`src/rtl/ysyx_23060124_mem_arbiter.sv`:
```
// Two-requester (IFU fetch, LSU load/store) arbiter for one memory port.
// It allows one outstanding transaction and has a WAIT watchdog.
// Define YSYX_23060124_ARB_RR_EN to select round-robin tie-breaking; fixed LSU priority otherwise.
module ysyx_23060124_mem_arbiter #(
  parameter int unsigned ADDR_W  = 32,
  parameter int unsigned DATA_W  = 32,
  parameter int unsigned TIMEOUT = 255
) (
  input  logic              i_clk,
  input  logic              i_rst_n,
  input  logic              ifu_valid,
  output logic              ifu_ready,
  input  logic [ADDR_W-1:0] ifu_addr,
  output logic              ifu_rvalid,
  output logic [DATA_W-1:0] ifu_rdata,
  output logic              ifu_err,
  input  logic              lsu_valid,
  output logic              lsu_ready,
  input  logic [ADDR_W-1:0] lsu_addr,
  input  logic              lsu_wen,
  input  logic [DATA_W-1:0] lsu_wdata,
  input  logic [3:0]        lsu_wmask,
  output logic              lsu_rvalid,
  output logic [DATA_W-1:0] lsu_rdata,
  output logic              lsu_err,
  output logic              mem_valid,
  input  logic              mem_ready,
  output logic [ADDR_W-1:0] mem_addr,
  output logic              mem_wen,
  output logic [DATA_W-1:0] mem_wdata,
  output logic [3:0]        mem_wmask,
  input  logic              mem_rvalid,
  input  logic [DATA_W-1:0] mem_rdata,
  input  logic              mem_err
);

  typedef enum logic [1:0] {StIdle, StReq, StWait, StResp} state_e;

  localparam logic OwnIfu = 1'b0;
  localparam logic OwnLsu = 1'b1;
  localparam logic [7:0] TimeoutLast = 8'(TIMEOUT - 1);

  state_e            state_q;
  logic              owner_q;
  logic [ADDR_W-1:0] addr_q;
  logic              wen_q;
  logic [DATA_W-1:0] wdata_q;
  logic [3:0]        wmask_q;
  logic [DATA_W-1:0] rdata_q;
  logic              err_q;
  logic [7:0]        cnt_q;
  logic              grant_lsu;
  logic              grant;
  logic              lsu_store;

`ifdef YSYX_23060124_ARB_RR_EN
  logic last_owner_q;

  // On a tie the requester not served last wins; reset to IFU so LSU takes the first tie.
  assign grant_lsu = lsu_valid && (!ifu_valid || (last_owner_q == OwnIfu));

  always_ff @(posedge i_clk or negedge i_rst_n) begin
    if (!i_rst_n) begin
      last_owner_q <= OwnIfu;
    end else if (grant) begin
      last_owner_q <= grant_lsu;
    end
  end
`else
  assign grant_lsu = lsu_valid;
`endif

  assign lsu_ready = (state_q == StIdle) && grant_lsu;
  assign ifu_ready = (state_q == StIdle) && ifu_valid && !grant_lsu;
  assign grant     = lsu_ready || ifu_ready;
  assign lsu_store = grant_lsu && lsu_wen;

  always_ff @(posedge i_clk or negedge i_rst_n) begin
    if (!i_rst_n) begin
      state_q <= StIdle;
      owner_q <= OwnIfu;
      addr_q  <= '0;
      wen_q   <= 1'b0;
      wdata_q <= '0;
      wmask_q <= 4'b0000;
      rdata_q <= '0;
      err_q   <= 1'b0;
      cnt_q   <= 8'd0;
    end else begin
      unique case (state_q)
        StIdle: begin
          if (grant) begin
            owner_q <= grant_lsu;
            addr_q  <= grant_lsu ? lsu_addr : ifu_addr;
            wen_q   <= lsu_store;
            wdata_q <= lsu_store ? lsu_wdata : '0;
            wmask_q <= lsu_store ? lsu_wmask : 4'b0000;
            state_q <= StReq;
          end
        end
        StReq: begin
          if (mem_ready) begin
            cnt_q <= 8'd0;
            // Response in the same cycle as the accept skips WAIT entirely.
            if (mem_rvalid) begin
              rdata_q <= wen_q ? '0 : mem_rdata;
              err_q   <= mem_err;
              state_q <= StResp;
            end else begin
              state_q <= StWait;
            end
          end
        end
        StWait: begin
          if (mem_rvalid) begin
            rdata_q <= wen_q ? '0 : mem_rdata;
            err_q   <= mem_err;
            state_q <= StResp;
          end else if (cnt_q == TimeoutLast) begin
            rdata_q <= '0;
            err_q   <= 1'b1;
            state_q <= StResp;
          end else begin
            cnt_q <= cnt_q + 8'd1;
          end
        end
        StResp: begin
          state_q <= StIdle;
        end
        default: state_q <= StIdle;
      endcase
    end
  end

  assign mem_valid = (state_q == StReq);
  assign mem_addr  = addr_q;
  assign mem_wen   = wen_q;
  assign mem_wdata = wdata_q;
  assign mem_wmask = wmask_q;

  assign ifu_rvalid = (state_q == StResp) && (owner_q == OwnIfu);
  assign lsu_rvalid = (state_q == StResp) && (owner_q == OwnLsu);
  assign ifu_rdata  = ifu_rvalid ? rdata_q : '0;
  assign lsu_rdata  = lsu_rvalid ? rdata_q : '0;
  assign ifu_err    = ifu_rvalid && err_q;
  assign lsu_err    = lsu_rvalid && err_q;

endmodule

```
`config.mk`:
```
export PLATFORM = sky130hd
export DESIGN_NAME = ysyx_23060124_mem_arbiter
export DESIGN_NICKNAME = d
export VERILOG_FILES = /design/src/rtl/ysyx_23060124_mem_arbiter.sv
export SDC_FILE = /design/constraint.sdc
export NUM_CORES = 1
export LEC_CHECK = 0
export ABC_AREA = 1
export ABC_CLOCK_PERIOD_IN_PS = 4000
export BUFFER_PORTS_ARGS = -buffer_cell sky130_fd_sc_hd__buf_2
export CORE_ASPECT_RATIO = 1.4
export CORE_UTILIZATION = 40
export DETAILED_ROUTE_END_ITERATION = 12
export PLACE_DENSITY = 0.71
export REMOVE_ABC_BUFFERS = 1
export SETUP_SLACK_MARGIN = 0.1
export SYNTH_ARGS = -nofsm -noshare
export SYNTH_HDL_FRONTEND = slang
export SYNTH_SLANG_ARGS = --single-unit
```
`constraint.sdc`:
```
create_clock -name i_clk -period 4 [get_ports i_clk]
set_input_delay 0.6 -clock i_clk [delete_from_list [all_inputs] [get_ports i_clk]]
set_output_delay 0.6 -clock i_clk [all_outputs]
set_load 0.02 [all_outputs]
```
* Word-level counts from Yosys, hierarchy flattened
Index checks and enable logic that the tools add are counted.
Storage, ports and cells: register bits after elaboration 113, bits in latches 0, RAM bits 0, memory bits (read-only) 0, memories kept 0
Operators by class: add/subtract/negate cells 1, $mul 0, div/mod/pow operators 0, $lt $le $gt $ge 0, equal/unequal tests 10, shifts and indexed selects 0, muxes and demuxes 26, bitwise logic cells 1, reductions and logical operators 16
Operators with widths (number):
- two-way mux 32 bit | 9
- case mux 32 bit (2 select lines) | 1
- two-way mux 8 bit | 3
- case mux 8 bit (2 select lines) | 1
- adder 8 x 1 -> 8 bit (second input constant) | 1
- == test 8 bit (second input constant) | 1
- logical AND 1 bit | 8
- two-way mux 2 bit | 4
- case mux 2 bit (4 select lines) | 1
- AND reduction 4 bit | 2
- != test 2 bit (second input constant) | 3
- two-way mux 1 bit | 5
- == test 2 bit (second input constant) | 2
- two-way mux 4 bit | 1
- != test 2 x 1 -> 1 bit (second input constant) | 2
- != test 3 bit (second input constant) | 1
- AND reduction 3 bit | 1
- == test 2 x 1 -> 1 bit (second input constant) | 1
- zero test 2 bit | 1
- case mux 1 bit (2 select lines) | 1
- AND reduction 2 bit | 1
- nonzero test 2 bit | 1
- zero test 1 bit | 1
- logical OR 1 bit | 1
- inverter 1 bit | 1

* Depth between registers and ports, before layout
Gate-level depths: netlist of run 1.
word-level depth 6, mapped depth 10, gate-level depth less buffers 9

* Worst setup path after synthesis of run 1
No wires, ideal clock.
kind reg2out, start point register state_q[0], end point output ifu_rvalid, data arrival time 1.214 ns, setup slack 2.186 ns, cell stages (with the launch flop) 5, cells stage by stage dfrtp_1 ha_1 nand2_1 clkbuf_1 inv_1
Between the ends: longest elaborated chain between the ends 2
Ends and longest elaborated chain:
- start: declaration | line 43 | state_e state_q;
- start signal: assignment | line 80 | state_q <= StIdle;
- start signal: assignment | line 98 | state_q <= StReq;
- start signal: assignment | line 108 | state_q <= StResp;
- == test 2 bit | line 141 | assign ifu_rvalid = (state_q == StResp) && (owner_q == OwnIfu);
- logical AND 1 bit | line 141
- end: declaration | line 14 | output logic ifu_rvalid,
Every way passes these cells.

* Worst setup path in the final report of run 1
start point register state_q[0], end point output ifu_rdata[28]
Between the ends: longest elaborated chain between the ends 3
Ends and longest elaborated chain:
- == test 2 bit | line 141
- logical AND 1 bit | line 141
- two-way mux 32 bit | line 143 | assign ifu_rdata = ifu_rvalid ? rdata_q : '0;
- end: declaration | line 15 | output logic [DATA_W-1:0] ifu_rdata,
Every way passes these cells.

==> metrics, run 1 <==
status finished clean; I/O Buffers 279; drt pass-1 iters 5; Hold Buf Count CTS 0; Register-to-Register Path Depth 7; # IOs 280; Antenna diodes 0; FF/Latch Area 0.00283 mm^2; Synth Register Bits 113; RSZ-0062 raised after global routing no; share of layout cells above drive strength 1 31.0%; multi-input gate area in the final layout 0.00234 mm^2; Worst Hold Class in -> async; Clock Pin Slew Worst Setup and Hold Paths 0.05 ns; CP startpoint kind flop; FP Rows 52; Max Transition Viols Final 0; Post-synth ARST share 100%; total number of yosys warnings 0; placed cell area 0.00730 mm^2; delay of the slowest critical-path stage 0.82 ns; Avg Synthesized Cell Area 7.39 um^2; worst skew pair latency 0.41 ns; Synth Area in Simple Gates 31.1%; gr usage total 21.8%; Fillers 1,399; Mapped Cells 794; EDFF count, synth 0; Placed Cells incl. Taps 1,220; adder-cell share of the synthesized area 1.49%; post-CTS sizing 0; initial antenna violation count 0; slowest CP cell nand2_1; post-synthesis share of cell area spent on xor and xnor gates 0%; peak supply drop 0.443 mV; Rel. slew slack 24.0%; CTS Sinks 113; Tot Pwr 6.02 mW; gr ovfl total 0; clk buf depth 2; first-pass GRT wire length 26,400 um; Die Ht 145 um; Mapped Area 0.00587 mm^2; DRC Markers 0; Yosys cell types 24; Synth Area in Compound Gates 7.23%; most common cell after layout, fill and taps aside buf_2; crit-path max FO 34; number of global-route vias before repair 5,360; kind of critical path reg -> out; arrival time at the worst endpoint 2.21 ns; Area Overhead vs Synth 34.5%; Power Density 762 mW/mm^2; most frequent cells in the layout 278 x buf_2, 235 x nand2_1, 113 x dfrtp_1; die footprint 0.0152 mm^2; worst slew pin tran 1.14 ns; Final period util 70.3%; largest net degree at the start of global routing 69; critical path, cell by cell ha_1 -> nand2_1 -> nor2_1 -> buf_2; final wirelength 16,200 um; Worst EP required 3.40 ns; Final TNS setup 0 ns; Final ANT Viol Nets 0; CTS tree yes; Fmax 0.356 GHz; routed via count 5,802; Starting DRT DRC Count 422; crit path capture type primary output; Starting Density 40.8%; CTS Root Cell clkbuf_16; Top FF cell, synth dfrtp_1; Leak Pwr 4.71 nW; routed vias/inst 4.64; die width 104 um; Max Cap Viol 0; dpl hpwl 11,300 um; Worst Clk Skew 0.00812 ns; RePlAce Congestion 0.783; final hold violation count 0; Setup Viol. Count Final 0; H-tree depth 4; post-layout min period 2.81 ns; post-synthesis mux area share 0%; largest family of logic cells by synthesized area simple AND/OR/NAND/NOR gates; non-filler cells, final 1,251; routed length per instance 12.9 um; register area share after synthesis 48.2%; Layout Nets 1,197; Core ar. 0.0144 mm^2; cts bufs inserted 17; fin area 0.00789 mm^2; Setup Buffers After CTS 0
-- per-layer routing --
| layer | part of all wire (%) | vias up | global-route usage, % |
|---|---|---|---|
| met4 | 3.1 | 0 | 9.79 |
| met1 | 41 | 2548 | 26.5 |
| met2 | 49 | 254 | 36.4 |
| met5 | 0 | - | 0 |
| li1 | - | 2965 | - |
| met3 | 6.7 | 35 | 5.53 |
-- synthesized netlist by cell type, types with 4 or more instances --
cell / instances / area [um^2]
nand3_1: 48 / 240
nand4_1: 35 / 219
buf_6: 4 / 45.0
o21ai_0: 51 / 255
nor2_1: 101 / 379
nand2_1: 235 / 882
o21ai_1: 25 / 125
buf_2: 12 / 60.1
clkbuf_1: 21 / 78.8
dfrtp_1: 113 / 2830
buf_4: 12 / 90.1
ha_1: 7 / 87.6
inv_1: 112 / 420
-- final timing paths --
path	startpoint	end	slack (ns)
worst min register to register	mem_wdata[12]	mem_wdata[12]	0.46
worst max register to register	state_q[0]	rdata_q[3]	1.50
max in group asynchronous	i_rst_n	mem_addr[18]	2.82
min in group i_clk	lsu_wdata[30]	mem_wdata[30]	0.42
worst max-delay path	state_q[0]	ifu_rdata[28]	1.19
worst min-delay path	i_rst_n	mem_addr[8]	0.30
-- cell families (layout without fill, tap and decap cells) --
family | Yosys count | in the layout
and+or+nand+nor | 430 | 430
buffers and inverters | 163 | 431
DFF | 113 | 113
AOI/OAI and AO/OA | 81 | 81
adders and majority gates | 7 | 7
-- power breakdown --
part / internal (mW) / total [mW] / switching (mW)
logic: 0.777 / 2.58 / 1.80
registers: 1.65 / 1.92 / 0.273
clock network: 1.00 / 1.52 / 0.516
total: 3.43 / 6.02 / 2.59
-- per-stage QoR --
step                      utilization [%]  hold slack (ns)  setup WS (ns)
after floorplan                         -            0.304           1.30
after global placement               50.8            0.449           1.56
after detailed placement             50.8            0.453           1.53
after CTS                            54.9            0.325           1.20
after global routing                 54.9            0.371          0.999
final                                54.9            0.301           1.19
-- layout make-up --
type / instances / area share [%]
Sequential cell: 113 / 35.8
Multi-Input combinational cell: 518 / 29.7
Timing Repair Buffer: 286 / 18.5
Clock buffer: 21 / 5.83
Inverter: 114 / 5.42
Tap cell: 189 / 3.00
Clock inverter: 10 / 1.71
-- worst max-delay path: cells and delay by family (launching register included) --
family / cells / cell delay (ns)
adders and majority gates: 1 / 0.23
buffers and inverters: 1 / 0.21
DFF: 1 / 0.42
and+or+nand+nor: 2 / 0.92
-- sequential cells by signal, indices dropped and copies added (netlist names) --
register   cells
rdata_q       32
mem_addr      32
owner_q        1
err_q          1
cnt_q          8
mem_wmask      4
mem_wen        1
mem_wdata     32
state_q        2
No activity file was read; power rests on OpenSTA's default activity.
==> inputs of run 2 (changes only) <==
ABC_AREA = 0   (was 1)
ABC_CLOCK_PERIOD_IN_PS = 2900   (was 4000)
PLACE_DENSITY = 0.72   (was 0.71)
clock period = 2.9 ns   (was 4 ns; I/O delays follow)
==> metrics, run 2 <==
register area share after synthesis 53.4%; crit path capture type primary output; CTS Sinks 113; CP startpoint kind flop; Register-to-Register Path Depth 5; RePlAce Congestion 0.814; Worst EP required 2.47 ns; synth cell count leaders 113 x dfrtp_1, 104 x nand2_1, 36 x a22o_1, 36 x and2_1; Final ANT Viol Nets 0; Area Overhead vs Synth 39.9%; CTS Root Cell clkbuf_16; Rel. slew slack 29.9%; Mapped Cells 526; non-filler cells, final 958; post-CTS sizing 0; Starting Density 41.1%; Setup Buffers After CTS 0; area share of the largest cell type after synthesis 53.4%; final wirelength 14,800 um; post-layout min period 2.49 ns; Clock Pin Slew Worst Setup and Hold Paths 0.05 ns; worst slew pin tran 1.05 ns; Starting DRT DRC Count 231; Power Density 1060 mW/mm^2; gr ovfl total 0; Top FF cell, synth dfrtp_1; R2R Setup Slk 0.49 ns; most frequent cells in the layout 278 x buf_2, 113 x dfrtp_1, 104 x nand2_1; critical path, cell by cell ha_1 -> buf_4 -> nor2b_1 -> buf_4 -> and2_1 -> buf_2; peak supply drop 0.471 mV; reg-to-reg startpoint state_q[1]; CP Launch Point state_q[1]; cts bufs inserted 17; Placed Cells incl. Taps 926; RSZ-0062 raised after global routing no; Psw 3.17 mW; Net Sw Frac 40.5%; clk buf depth 2; initial antenna violation count 0; number of global-route vias before repair 4,865; Pint 4.66 mW; Tot Pwr 7.83 mW; slowest CP cell dfrtp_1; die footprint 0.0137 mm^2; post-synth top area cell dfrtp_1; Synth Register Bits 113; kind of critical path reg -> out; drt pass-1 iters 4; Die Ht 138 um; Max Transition Viols Final 0; Yosys cell types 41; final hold violation count 0; Post-synth ARST share 100%; Hold Buf Count CTS 0; dpl hpwl 11,000 um; die width 99.3 um; H-tree depth 4; I/O Buffers 279; clock power share 26.5%; Leak Pwr 4.24 nW; Crit path top cell by count buf_4; EDFF count, synth 0; Antenna diodes 0; DRC Markers 0; FF-to-FF End rdata_q[19]; share of layout cells above drive strength 1 40.6%; Mapped Area 0.00530 mm^2; Avg Synthesized Cell Area 10.1 um^2; gr usage total 22.4%; Max Cap Viol 0; most common cell after layout, fill and taps aside buf_2; routed via count 4,905; # IOs 280; CTS tree yes; total number of yosys warnings 0; Final TNS setup 0 ns; routed vias/inst 5.12; arrival time at the worst endpoint 2.05 ns; count leader, synth dfrtp_1; placed cell area 0.00681 mm^2; Worst Hold Class in -> async; status finished clean; largest net degree at the start of global routing 77; Setup Viol. Count Final 0; Fmax 0.402 GHz; routed length per instance 15.5 um; crit-path max FO 35; Layout Nets 939; Core ar. 0.0129 mm^2; first-pass GRT wire length 24,000 um; FP Rows 49; register share of total power 33.4%; Worst Setup EP ifu_rdata[7]; worst skew pair latency 0.41 ns; Comb pwr share 40.1%; delay of the slowest critical-path stage 0.41 ns; ranking of synthesized cells by area dfrtp_1 53%, nand2_1 7.4%, mux2i_1 6.4%, a22o_1 6.0%, and2_1 4.3%; fin area 0.00741 mm^2; Final period util 85.8%; Worst Clk Skew 0.0146 ns
run 2: changes by cell type after synthesis, sizes merged, moves of 36 or more:
cell   delta
inv     -108
and3     +36
and2     +36
nand3    -45
nor2    -100
a22o     +36
nand2   -133
run 2: through the flow:
stage / setup slack [ns] / hold WS (ns) / util (%)
CTS: 0.385 / 0.0524 / 57.6
finish: 0.411 / 0.0478 / 57.6
global route: 0.242 / 0.0786 / 57.6
global placement: 0.682 / 0.457 / 52.9
detailed placement: 0.518 / 0.466 / 52.9
floorplan: -3.11 / 0.139 / -
run 2: worst min-delay path by stage:
stage / slack (ns) / cells after the start / to / startpoint
global placement: 0.46 / 2 / mem_addr[0] / mem_addr[0]
global route: 0.08 / 1 / mem_addr[31] / i_rst_n
detailed placement: 0.47 / 2 / mem_addr[27] / mem_addr[27]
floorplan: 0.14 / 0 / cnt_q[0] / i_rst_n
CTS: 0.05 / 1 / mem_addr[31] / i_rst_n
finish: 0.05 / 1 / mem_addr[31] / i_rst_n
run 2: logic make-up (layout without fill, tap and decap cells):
kind of cell / count (synthesis) / after routing / share of synthesized area [%]
adder cells (fa/ha/maj): 7 / 7 / 1.65
AND/OR/NAND/NOR: 200 / 200 / 18.8
buffers and inverters: 46 / 325 / 3.76
flip-flops: 113 / 113 / 53.4
AO/OA/AOI/OAI: 125 / 125 / 15.8
multiplexers: 35 / 35 / 6.64
run 2: area by class of cell:
type	count	area [um^2]
fill	1157	5460
sequential	113	2830
multi-input combinational	367	2280
timing repair buffer	287	1480
clock buffer	21	470
tap	153	191
clock inverter	11	130
inverter	6	22.5
run 2: layer usage:
layer,part of all wire [%],track usage [%]
met5,0,0
met2,52,38.8
met1,39,25.4
met3,6.9,6.32
met4,2.4,9.91
run 2: power by group through the flow:
| stage | clock network [mW] | logic, mW | registers (mW) |
|---|---|---|---|
| floorplan | 0 | 1.53 | 3.05 |
| global placement | 0 | 3.05 | 2.60 |
| detailed placement | 0 | 3.17 | 2.63 |
| CTS | 2.13 | 3.17 | 2.62 |
| global route | 2.20 | 3.44 | 2.70 |
| finish | 2.08 | 3.14 | 2.62 |
run 2: critical path, delay by kind of cell, from the launching register on:
| family | cells | cell delay [ns] |
|---|---|---|
| adder cells (fa/ha/maj) | 1 | 0.17 |
| AND/OR/NAND/NOR | 2 | 0.37 |
| buffers and inverters | 3 | 0.71 |
| flip-flops | 1 | 0.41 |
==> inputs of run 3 (changes only) <==
REMOVE_ABC_BUFFERS = not set   (was 1)
==> metrics, run 3 (synthesized netlist as in run 2, its figures left out) <==
status finished clean; peak supply drop 0.454 mV; Clock Pin Slew Worst Setup and Hold Paths 0.06 ns; delay of the slowest critical-path stage 0.41 ns; Setup Buffers After CTS 0; clk buf depth 2; FF-to-FF End rdata_q[24]; final wirelength 14,400 um; Die Ht 138 um; Starting DRT DRC Count 198; CTS tree yes; drt pass-1 iters 4; worst slew pin tran 1.05 ns; DRC Markers 0; crit path capture type primary output; share of layout cells above drive strength 1 40.8%; reg-to-reg startpoint state_q[0]; arrival time at the worst endpoint 2.12 ns; first-pass GRT wire length 23,400 um; Worst Hold Class in -> async; post-CTS sizing 0; CP startpoint kind flop; CTS Sinks 113; most common cell after layout, fill and taps aside buf_2; CP Launch Point state_q[1]; Final ANT Viol Nets 0; most frequent cells in the layout 278 x buf_2, 113 x dfrtp_1, 104 x nand2_1; Hold Buf Count CTS 0; largest net degree at the start of global routing 69; delay-heaviest family, CP buffers and inverters; Power Density 1040 mW/mm^2; FP Rows 49; die footprint 0.0137 mm^2; Final period util 88.2%; WP buf/inv 3; Fmax 0.391 GHz; I/O Buffers 279; Register-to-Register Path Depth 5; CTS Root Cell clkbuf_16; worst skew pair latency 0.42 ns; Worst Setup EP ifu_rdata[11]; number of global-route vias before repair 4,878; Worst Clk Skew 0.0120 ns; # IOs 280; critical path, cell by cell ha_1 -> buf_4 -> nor2b_1 -> buf_4 -> and2_1 -> buf_2; gr ovfl total 0; cts bufs inserted 17; RePlAce Congestion 0.848; crit-path max FO 35; R2R Setup Slk 0.53 ns; kind of critical path reg -> out; initial antenna violation count 1; Max Transition Viols Final 0; H-tree depth 4; routed length per instance 15.0 um; gr usage total 21.8%; final hold violation count 0; die width 99.3 um; Max Cap Viol 0; Fillers 1,137; dpl hpwl 10,600 um; Layout Nets 940; Leak Pwr 4.23 nW; Worst EP required 2.47 ns; routed via count 4,899; Starting Density 41.1%; routed vias/inst 5.10; Rel. slew slack 29.7%; WP depth 6; slowest CP cell dfrtp_1; RSZ-0062 raised after global routing no; Crit path top cell by count buf_4; Setup Viol. Count Final 0; Area Overhead vs Synth 39.2%; Util after Layout 57.3%; Core ar. 0.0129 mm^2; post-layout min period 2.56 ns; Final TNS setup 0 ns; syn nets 673
## run 3: cell type report
class | instances | area (um^2) | share of cell area [%]
flip-flops and latches | 113 | 2830 | 38.4
multi-input cells | 367 | 2280 | 31.0
diodes | 1 | 2.50 | 0.0339
clock inverters | 15 | 139 | 1.88
well taps | 153 | 191 | 2.60
repair buffers | 288 | 1480 | 20.1
inverters | 6 | 22.5 | 0.305
clock buffers | 17 | 425 | 5.77
## run 3: per-stage QoR
stage | total power, mW | setup slack [ns] | hold WS (ns) | area, um^2 | instances
after floorplan | 4.67 | 0.913 | 0.139 | 5300 | 526
after detailed placement | 5.78 | 0.532 | 0.469 | 6810 | 927
after CTS | 7.77 | 0.305 | 0.0803 | 7370 | 959
after global placement | 5.65 | 0.663 | 0.459 | 6810 | 927
final | 7.69 | 0.343 | 0.0712 | 7370 | 960
after global routing | 8.22 | 0.145 | 0.109 | 7370 | 959
## run 3: worst register-to-register path: cells and delay by family (launching register included)
family,cells,cell delay [ns]
adders and majority gates,1,0.37
AOI/OAI and AO/OA,2,1.10
DFF,1,0.38
muxes,1,0.23
buffers and inverters,1,0.11
## run 3: worst min-delay path by stage
| stage | startpoint | end | slack, ns |
|---|---|---|---|
| floorplan | i_rst_n | cnt_q[0] | 0.14 |
| global placement | mem_addr[26] | mem_addr[26] | 0.46 |
| detailed placement | mem_addr[30] | mem_addr[30] | 0.47 |
| CTS | i_rst_n | mem_wdata[22] | 0.08 |
| global route | i_rst_n | mem_wdata[22] | 0.11 |
| finish | i_rst_n | mem_wdata[1] | 0.07 |
## run 3: report_power, final
| group | internal [mW] | switching (mW) |
|---|---|---|
| logic | 1.11 | 2.02 |
| registers | 2.21 | 0.404 |
| clock network | 1.18 | 0.769 |
## run 3: layer usage
layer / wire length (um) / up-vias / GRT usage, %
met1: 5650 / 2255 / 24.0
met3: 1150 / 28 / 7.38
met2: 7310 / 233 / 37.9
li1: - / 2383 / -
met4: 322 / 0 / 9.44
met5: 0 / - / 0
